===== src/rtl/stft_frame_buffer.sv =====
// Serial-to-frame assembler feeding the 4-point FFT stage of the STFT path.
// Samples arrive one per handshake. Every HOP samples, once four samples have
// been collected, the last four are presented as one frame on eight registered
// words that hold until the consumer takes them.
//
// Ports:
//   clk, rst_n          clock, synchronous active-low reset
//   clear               restart framing (partial window and pending frame dropped)
//   s_valid/s_ready     input sample handshake (s_ready is combinational)
//   s_re, s_im          input sample, real / imaginary
//   m_valid/m_ready     output frame handshake
//   re_x0..re_x3        frame real words, x0 oldest .. x3 newest
//   im_x0..im_x3        frame imaginary words
//   frame_idx           index of the frame on the outputs (first frame is 0)
//   overrun             sticky flag: a sample was offered while s_ready was low
module stft_frame_buffer #(
    parameter int unsigned DATA_W = 32,
    parameter int unsigned HOP    = 2,
    parameter int unsigned IDX_W  = 16
) (
    input  logic              clk,
    input  logic              rst_n,
    input  logic              clear,
    input  logic              s_valid,
    output logic              s_ready,
    input  logic [DATA_W-1:0] s_re,
    input  logic [DATA_W-1:0] s_im,
    output logic              m_valid,
    input  logic              m_ready,
    output logic [DATA_W-1:0] re_x0,
    output logic [DATA_W-1:0] re_x1,
    output logic [DATA_W-1:0] re_x2,
    output logic [DATA_W-1:0] re_x3,
    output logic [DATA_W-1:0] im_x0,
    output logic [DATA_W-1:0] im_x1,
    output logic [DATA_W-1:0] im_x2,
    output logic [DATA_W-1:0] im_x3,
    output logic [IDX_W-1:0]  frame_idx,
    output logic              overrun
);

    // Counters must reach 4 (fill) and HOP <= 4 (hop).
    localparam int unsigned CNT_W = 3;

    generate
        if (HOP != 1 && HOP != 2 && HOP != 4) begin : g_bad_hop
            $error("stft_frame_buffer: HOP must be 1, 2 or 4");
        end
    endgenerate

    typedef enum logic {
        ST_FILL,
        ST_STEADY
    } state_t;

    state_t                   state_q, state_d;
    logic [CNT_W-1:0]         fill_cnt_q, fill_cnt_d;
    logic [CNT_W-1:0]         hop_cnt_q, hop_cnt_d;
    logic [3:0][DATA_W-1:0]   win_re_q, win_im_q;
    logic [3:0][DATA_W-1:0]   out_re_q, out_im_q;
    logic                     first_done_q;
    logic                     in_xfer_c;
    logic                     out_xfer_c;
    logic                     load_c;

    // Handshakes
    assign s_ready    = rst_n & ~clear & (~m_valid | m_ready);
    assign in_xfer_c  = s_valid & s_ready;
    assign out_xfer_c = m_valid & m_ready;

    assign re_x0 = out_re_q[0];
    assign re_x1 = out_re_q[1];
    assign re_x2 = out_re_q[2];
    assign re_x3 = out_re_q[3];
    assign im_x0 = out_im_q[0];
    assign im_x1 = out_im_q[1];
    assign im_x2 = out_im_q[2];
    assign im_x3 = out_im_q[3];

    // Next-state: decide when the accepted sample completes a frame
    always_comb begin
        state_d    = state_q;
        fill_cnt_d = fill_cnt_q;
        hop_cnt_d  = hop_cnt_q;
        load_c     = 1'b0;
        if (clear) begin
            state_d    = ST_FILL;
            fill_cnt_d = '0;
            hop_cnt_d  = '0;
        end else if (in_xfer_c) begin
            case (state_q)
                ST_FILL: begin
                    fill_cnt_d = fill_cnt_q + CNT_W'(1);
                    if (fill_cnt_q == CNT_W'(3)) begin
                        load_c    = 1'b1;
                        state_d   = ST_STEADY;
                        hop_cnt_d = '0;
                    end
                end
                ST_STEADY: begin
                    if (hop_cnt_q == CNT_W'(HOP - 1)) begin
                        load_c    = 1'b1;
                        hop_cnt_d = '0;
                    end else begin
                        hop_cnt_d = hop_cnt_q + CNT_W'(1);
                    end
                end
                default: begin
                    state_d = ST_FILL;
                end
            endcase
        end
    end

    // State, window shift register and registered frame outputs
    always_ff @(posedge clk) begin
        if (!rst_n) begin
            state_q      <= ST_FILL;
            fill_cnt_q   <= '0;
            hop_cnt_q    <= '0;
            win_re_q     <= '0;
            win_im_q     <= '0;
            out_re_q     <= '0;
            out_im_q     <= '0;
            m_valid      <= 1'b0;
            frame_idx    <= '0;
            first_done_q <= 1'b0;
            overrun      <= 1'b0;
        end else begin
            state_q    <= state_d;
            fill_cnt_q <= fill_cnt_d;
            hop_cnt_q  <= hop_cnt_d;

            if (s_valid && !s_ready) begin
                overrun <= 1'b1;
            end

            // Newest sample enters at index 3, oldest falls out of index 0
            if (in_xfer_c) begin
                win_re_q <= {s_re, win_re_q[3:1]};
                win_im_q <= {s_im, win_im_q[3:1]};
            end

            if (clear) begin
                m_valid <= 1'b0;
            end else if (load_c) begin
                out_re_q     <= {s_re, win_re_q[3:1]};
                out_im_q     <= {s_im, win_im_q[3:1]};
                m_valid      <= 1'b1;
                first_done_q <= 1'b1;
                if (first_done_q) begin
                    frame_idx <= frame_idx + IDX_W'(1);
                end
            end else if (out_xfer_c) begin
                m_valid <= 1'b0;
            end
        end
    end

endmodule

===== config.mk =====
export PLATFORM = sky130hd
export DESIGN_NAME = stft_frame_buffer
export DESIGN_NICKNAME = d
export VERILOG_FILES = /design/src/rtl/stft_frame_buffer.sv
export SDC_FILE = /design/constraint.sdc
export NUM_CORES = 1
export LEC_CHECK = 0
export ABC_AREA = 1
export CAP_MARGIN = 15
export CORE_ASPECT_RATIO = 1.1
export CORE_UTILIZATION = 45
export DETAILED_ROUTE_END_ITERATION = 8
export GPL_ROUTABILITY_DRIVEN = 0
export PLACE_DENSITY = 0.72
export SLEW_MARGIN = 20
export SYNTH_ARGS = -nofsm -noshare
export SYNTH_HDL_FRONTEND = slang
export SYNTH_SLANG_ARGS = --single-unit
export TNS_END_PERCENT = 50

===== constraint.sdc =====
create_clock -name clk -period 4.3 [get_ports clk]
set_clock_uncertainty 0.05 [all_clocks]
set_input_delay 0.645 -clock clk [delete_from_list [all_inputs] [get_ports clk]]
set_output_delay 0.645 -clock clk [all_outputs]
set_load 0.005 [all_outputs]

==> impl_metrics.csv, run 1 <==
group,metric,value,unit
run_status,status,"completed",
cts,numCtsBuffers,46,
synth,yosys.area.top_type_share,57.24,%
synth,synth_seq_cells,474,
global_routing,grt_overflow_total,0,
final_layout,finalInstanceArea,21700,um2
placed_design,portBuffers,343,
power,p_per_area,411.0,nW/um2
power,combPwrFrac,3.5,%
global_routing,grtUsageMet1,29.85,%
synth,synth_xor_area_share,0.2642,%
floorplan,start_util,45.72,%
worst_setup_path,crit_path_start_kind,"primary input",
floorplan,rows,73,
synth,yosysSeqAreaShare,57.24,%
cts,clk_latency,0.57,ns
worst_setup_path,slowest_delay,0.49,ns
synth,synth_area_leader_cell,"dfxtp_1",
floorplan,die_y,203.3,um
synth,syn_nets,2192,
cts,cts_tree,"yes",
global_routing,grt_pass1_wl,69980,um
cts,clock_path_buffers,3,
sta,finalSetupTns,0,ns
synth,yosysWarnings,0,
cts,cts.sinks,474,
synth,ys.flop_type,"dfxtp_1",
power,leakagePower,7.489,nW
floorplan,die_x,185.0,um
worst_setup_path,crit_start,"clear",
cts,cts_resized,0,
drt,vias_per_cell,5.068,
floorplan,boundaryPins,344,
synth,synth_top_family_by_area,"simple AND/OR/NAND/NOR gates",
flow_run,timing.max_cap.violations,0,
final_layout,drive_above_1_share,4.111,%
floorplan,die_area,37610,um2
worst_setup_path,crit_buf_inv,3,
worst_setup_path,worstReg2RegStart,"fill_cnt_q[0]",
global_routing,grt_pass1_vias,13460,
power,irDropWorstVdd,316.0,uV
global_routing,track_usage,23.01,%
sta,fmax,377.0,MHz
floorplan,core_area,36260,um2
worst_setup_path,required,3.61,ns
placed_design,placed_cell_area,20100,um2
sta,rsz0062_at_grt,"false",
power,swShare,21.53,%
worst_setup_path,r2r_slack,1.87,ns
drt,drt_iter0_drc,1175,
worst_setup_path,cp_common_cell,"clkdlybuf4s50_1",
sta,hold_violations,0,
synth,muxShareOfSynthArea,0,%
power,p_int,6.998,mW
worst_setup_path,reg2reg_depth,8,
cts,htree_levels,2,
worst_setup_path,arrival,1.96,ns
hold_path,min_from,"win_re_q[38]",
final_layout,nets,2443,
synth,synth_area_leaders,"dfxtp_1, nor2_1, nand2_1",
cts,cts_root_buffer,"clkbuf_16",
cts,ctsHoldBuffers,0,
global_routing,grt_max_degree,231,
sta,slew_headroom,23.82,%
synth,synth_common_cells,"nor2_1, dfxtp_1, nand2_1, o21ai_0, a21oi_1",
worst_setup_path,worstSetupEndpointType,"output port",
global_routing,use_met2,35.69,%
cts,cts_setup_buffers,0,
drt,drt-total-wl,44280,um
power,p_seq_share,49.9,%
drt,first_pass_iters,5,
synth,synthSimpleGateAreaFrac,20.74,%
sta,period_share,61.69,%
hold_path,hp-class,"reg -> reg",
drt,vias,14680,
power,power_switching,1.920,mW
synth,synth_edf_count,0,
sta,drv_slew,0,
synth,syn_avg_cell_area,7.820,um2
final_layout,final_util,59.84,%
global_routing,top_usage_layer,"met2",
power,clockPowerShare,46.6,%
drt,wire_per_inst,15.29,um
placed_design,dp_hpwl,27370,um
worst_setup_path,cp_max_fo,7,
sta,setup_violations,0,
worst_setup_path,worstSetupPathType,"in -> out",
synth,synthAdderAreaFrac,0.2264,%
synth,synth_most_common_cell,"nor2_1",
cts,clk_pin_slew,0.06,ns
worst_setup_path,cp_cell_sequence,"clkdlybuf4s50_1, nor2_8, nand2_1, inv_1, clkdlybuf4s50_1",
drt,detail-route-antenna-nets,0,
sta,tightest_slew,1.143,ns
synth,synth-compound-area-share,16.21,%
synth,synth_cell_type_count,22,
global_routing,use_met3,7.089,%
sta,period_minus_slack,2.653,ns
worst_setup_path,cp.depth,5,
hold_path,min_path_cells,2,
final_layout,syn_to_final_growth,30.88,%
synth,postSynthCellCount,2120,
drt,drc,0,
synth,async_flop_share,0,%
global_routing,antenna_found_initial,2,
sta,whs,0.4040,ns
worst_setup_path,cp_top_family,"buffers and inverters",
synth,netlist_area,16580,um2
worst_setup_path,cp_slowest_cell,"clkdlybuf4s50_1",
==> cells by family after synthesis <==
| logic type | count (synthesis) |
|---|---|
| compound gates | 537 |
| xor+xnor | 5 |
| fa+ha+maj | 3 |
| buf+inv | 203 |
| flops | 474 |
| simple gates | 898 |
==> metal layers <==
layer  vias to the layer above  wire length, um
li1                       7334                -
met1                      6818            19250
met2                       446            19720
met3                        78             3762
met4                         2             1536
met5                         -               13
==> power by group through the flow <==
stage	combinational [mW]	clock (mW)	sequential, mW
final	0.310	4.15	4.45
after global placement	0.307	0	4.55
after detailed placement	0.308	0	4.55
after global routing	0.346	4.40	4.46
after CTS	0.310	4.24	4.45
after floorplan	0.185	0	4.54
==> metrics by stage <==
stage,std cells,setup slack [ns],power (mW)
global placement,2810,1.237,4.856
CTS,2895,1.642,8.998
detailed placement,2810,1.223,4.860
global route,2895,1.580,9.206
floorplan,2120,2.382,4.727
finish,2896,1.647,8.918
==> worst reg2reg max path, stage by stage, from the launching register on <==
cell	delay (ns)
dfxtp_1	0.33
ha_1	0.20
ha_1	0.20
nand2_1	0.07
nand2_1	0.16
nand2_8	0.13
buf_12	0.45
o21ai_0	0.67
nor2_1	0.14
==> sequential cells by signal, indices dropped and copies added (netlist names), 16 cells and up <==
register / count
re_x0: 32
win_im_q: 96
re_x2: 32
im_x2: 32
im_x3: 32
re_x1: 32
win_re_q: 96
im_x0: 32
im_x1: 32
frame_idx: 16
re_x3: 32
==> area by class of cell <==
cell class,instances,area [um2]
sequential,474,9489
inverter,52,212.7
multi-input combinational,1443,6221
clock inverter,17,190.2
antenna,1,2.502
fill,3275,14560
timing repair buffer,354,3567
tap,487,609.3
clock buffer,68,1405
==> placed cells by master, fill, tap and decap left out, types with 2 or more instances in the layout <==
cell type	synthesis	routed
nor2_1	480	480
dfxtp_1	474	474
nand2_1	398	398
clkdlybuf4s50_1	0	342
o21ai_0	294	294
a21oi_1	243	243
inv_1	48	48
clkbuf_16	0	47
clkbuf_8	0	15
clkinv_2	0	10
nand3_1	7	7
nand4_1	7	7
buf_4	8	7
clkbuf_1	83	6
buf_12	0	4
xnor2_1	3	3
inv_6	0	3
ha_1	3	3
bufinv_16	0	3
xor2_1	2	2
nor3_1	2	2
clkinv_8	0	2
==> final timing paths <==
kind                       end
setup / recovery       s_ready
hold / removal    win_re_q[38]
setup reg to reg      im_x0[9]
hold reg to reg   win_re_q[38]
(Power assumes the default switching activity.)
==> run 2, diff against run 1 <==
--- a/config.mk
+++ b/config.mk
@@ -11,7 +11,7 @@
 export CORE_UTILIZATION = 45
 export DETAILED_ROUTE_END_ITERATION = 8
 export GPL_ROUTABILITY_DRIVEN = 0
-export PLACE_DENSITY = 0.72
+export PLACE_DENSITY = 0.74
 export SLEW_MARGIN = 20
 export SYNTH_ARGS = -nofsm -noshare
 export SYNTH_HDL_FRONTEND = slang
==> constraint.sdc (replaced) <==
create_clock -name clk -period 2.4 [get_ports clk]
set_clock_uncertainty 0.05 [all_clocks]
set_input_delay 0.36 -clock clk [delete_from_list [all_inputs] [get_ports clk]]
set_output_delay 0.36 -clock clk [all_outputs]
set_load 0.005 [all_outputs]
==> impl_metrics.csv, run 2 (synthesis gave the netlist of run 1 again) <==
group,metric,value,unit
drt,wire_per_inst,15.22,um
sta,drv_slew,0,
final_layout,final_cell_mix,"nor2_1, dfxtp_1, nand2_1, clkdlybuf4s50_1, o21ai_0",
drt,vias_per_cell,5.055,
drt,wl_met1,19160,um
worst_setup_path,r2r_slack,0.35,ns
placed_design,portBuffers,343,
cts,cts_resized,0,
drt,top_layer,"met4",
floorplan,rows,73,
worst_setup_path,worstSetupPathType,"in -> out",
cts,htree_levels,2,
floorplan,core_area,36260,um2
cts,cts.sinks,474,
cts,clk_latency,0.56,ns
flow_run,timing.max_cap.violations,0,
sta,period_minus_slack,2.174,ns
final_layout,nets,2462,
worst_setup_path,arrival,1.76,ns
global_routing,grt_pass1_vias,13760,
cts,ctsHoldBuffers,0,
final_layout,final_util,60.69,%
cts,clk_pin_slew,0.06,ns
drt,detail-route-antenna-nets,0,
final_layout,syn_to_final_growth,32.75,%
cts,numCtsBuffers,47,
worst_setup_path,reg2reg_depth,9,
drt,drc,0,
final_layout,drive_above_1_share,4.697,%
power,leakagePower,7.634,nW
sta,slew_headroom,8.157,%
worst_setup_path,required,1.99,ns
cts,cts_tree,"yes",
floorplan,die_area,37610,um2
cts,clock_path_buffers,3,
worst_setup_path,cp_max_fo,6,
drt,drt_iter0_drc,1008,
power,irDropWorstVdd,544.1,uV
drt,vias,14740,
hold_path,min_from,"rst_n",
final_layout,layout_commonest_cell,"nor2_1",
final_layout,multi_input_area,6221,um2
final_layout,fillerInstances,3154,
worst_setup_path,worstSetupEndpointType,"output port",
sta,finalSetupTns,0,ns
global_routing,grt_pass1_wl,70810,um
floorplan,die_x,185.0,um
worst_setup_path,worstReg2RegStart,"fill_cnt_q[0]",
hold_path,worstHoldEndpoint,"fill_cnt_q[0]",
power,power,16.12,mW
power,p_per_area,732.4,nW/um2
drt,dr_wl_met3,3541,um
sta,fmax,460.0,MHz
sta,rsz0062_at_grt,"false",
hold_path,hp-class,"in -> reg",
global_routing,antenna_found_initial,1,
floorplan,boundaryPins,344,
sta,period_share,90.57,%
sta,setup_violations,0,
drt,wl_met2,19970,um
cts,cts_root_buffer,"clkbuf_16",
worst_setup_path,crit_path_start_kind,"primary input",
hold_path,min_path_cells,6,
placed_design,dp_hpwl,28860,um
run_status,status,"completed",
global_routing,track_usage,23.26,%
global_routing,grt_overflow_total,0,
drt,drt-total-wl,44360,um
sta,hold_violations,0,
final_layout,seq_area,9489,um2
floorplan,start_util,45.72,%
floorplan,die_y,203.3,um
cts,cts_setup_buffers,0,
sta,tightest_slew,1.378,ns
worst_setup_path,r2r_end,"re_x0[8]",
final_layout,reg.largest.list,"win_im_q (96), win_re_q (96)",
drt,first_pass_iters,6,
global_routing,grt_max_degree,288,
-- run 2: cell count changes in the layout (fill, tap and decap cells not counted), sizes merged --
cell    before  now
buf         12   30
bufinv       3    4
clkbuf      68   73
clkinv      13    6
inv         53   55
-- run 2: cell type report --
class / instances / area share (%)
clock buffer: 73 / 6.515
antenna: 1 / 0.01137
tap: 487 / 2.769
clock inverter: 13 / 0.8528
inverter: 52 / 0.9665
timing repair buffer: 372 / 17.50
multi-input combinational: 1443 / 28.27
sequential: 474 / 43.12
-- run 2: where the power goes --
group	internal (mW)	switching, mW
logic	0.225	0.352
registers	7.94	0.0424
clock network	4.55	3.01
total	12.7	3.41
-- run 2: how the worst max path moves through the flow --
| stage | start | endpoint | slack, ns | depth (start not counted) |
|---|---|---|---|---|
| global placement | clear | re_x0[16] | 0.14 | 9 |
| floorplan | rst_n | im_x3[12] | 0.77 | 10 |
| finish | clear | s_ready | 0.23 | 6 |
| global route | clear | s_ready | 0.16 | 6 |
| detailed placement | m_ready | re_x0[7] | 0.07 | 10 |
| CTS | clear | s_ready | 0.21 | 6 |
-- run 2: stage by stage --
stage / cell area, um2 / hold WS [ns] / cells / setup WS, ns
2_1_floorplan: 16580 / 0.3783 / 2120 / 0.7674
3_3_place_gp: 20380 / 0.3881 / 2828 / 0.1444
3_5_place_dp: 20380 / 0.3971 / 2828 / 0.07182
4_1_cts: 22010 / 0.2876 / 2914 / 0.2131
5_1_grt: 22010 / 0.2915 / 2915 / 0.1584
6_report: 22010 / 0.3116 / 2915 / 0.2262
-- run 2: per-layer routing --
layer / up-vias / global-route usage, %
met5: - / 0
met4: 0 / 10.18
met3: 85 / 6.464
met2: 449 / 36.43
met1: 6839 / 29.84
li1: 7363 / -
-- run 2: worst max-delay path, stage by stage --
cell and delay (ns):
clkdlybuf4s50_1 0.49, nor2_8 0.16, buf_4 0.15, nand2_1 0.07, inv_1 0.05, clkdlybuf4s50_1 0.49
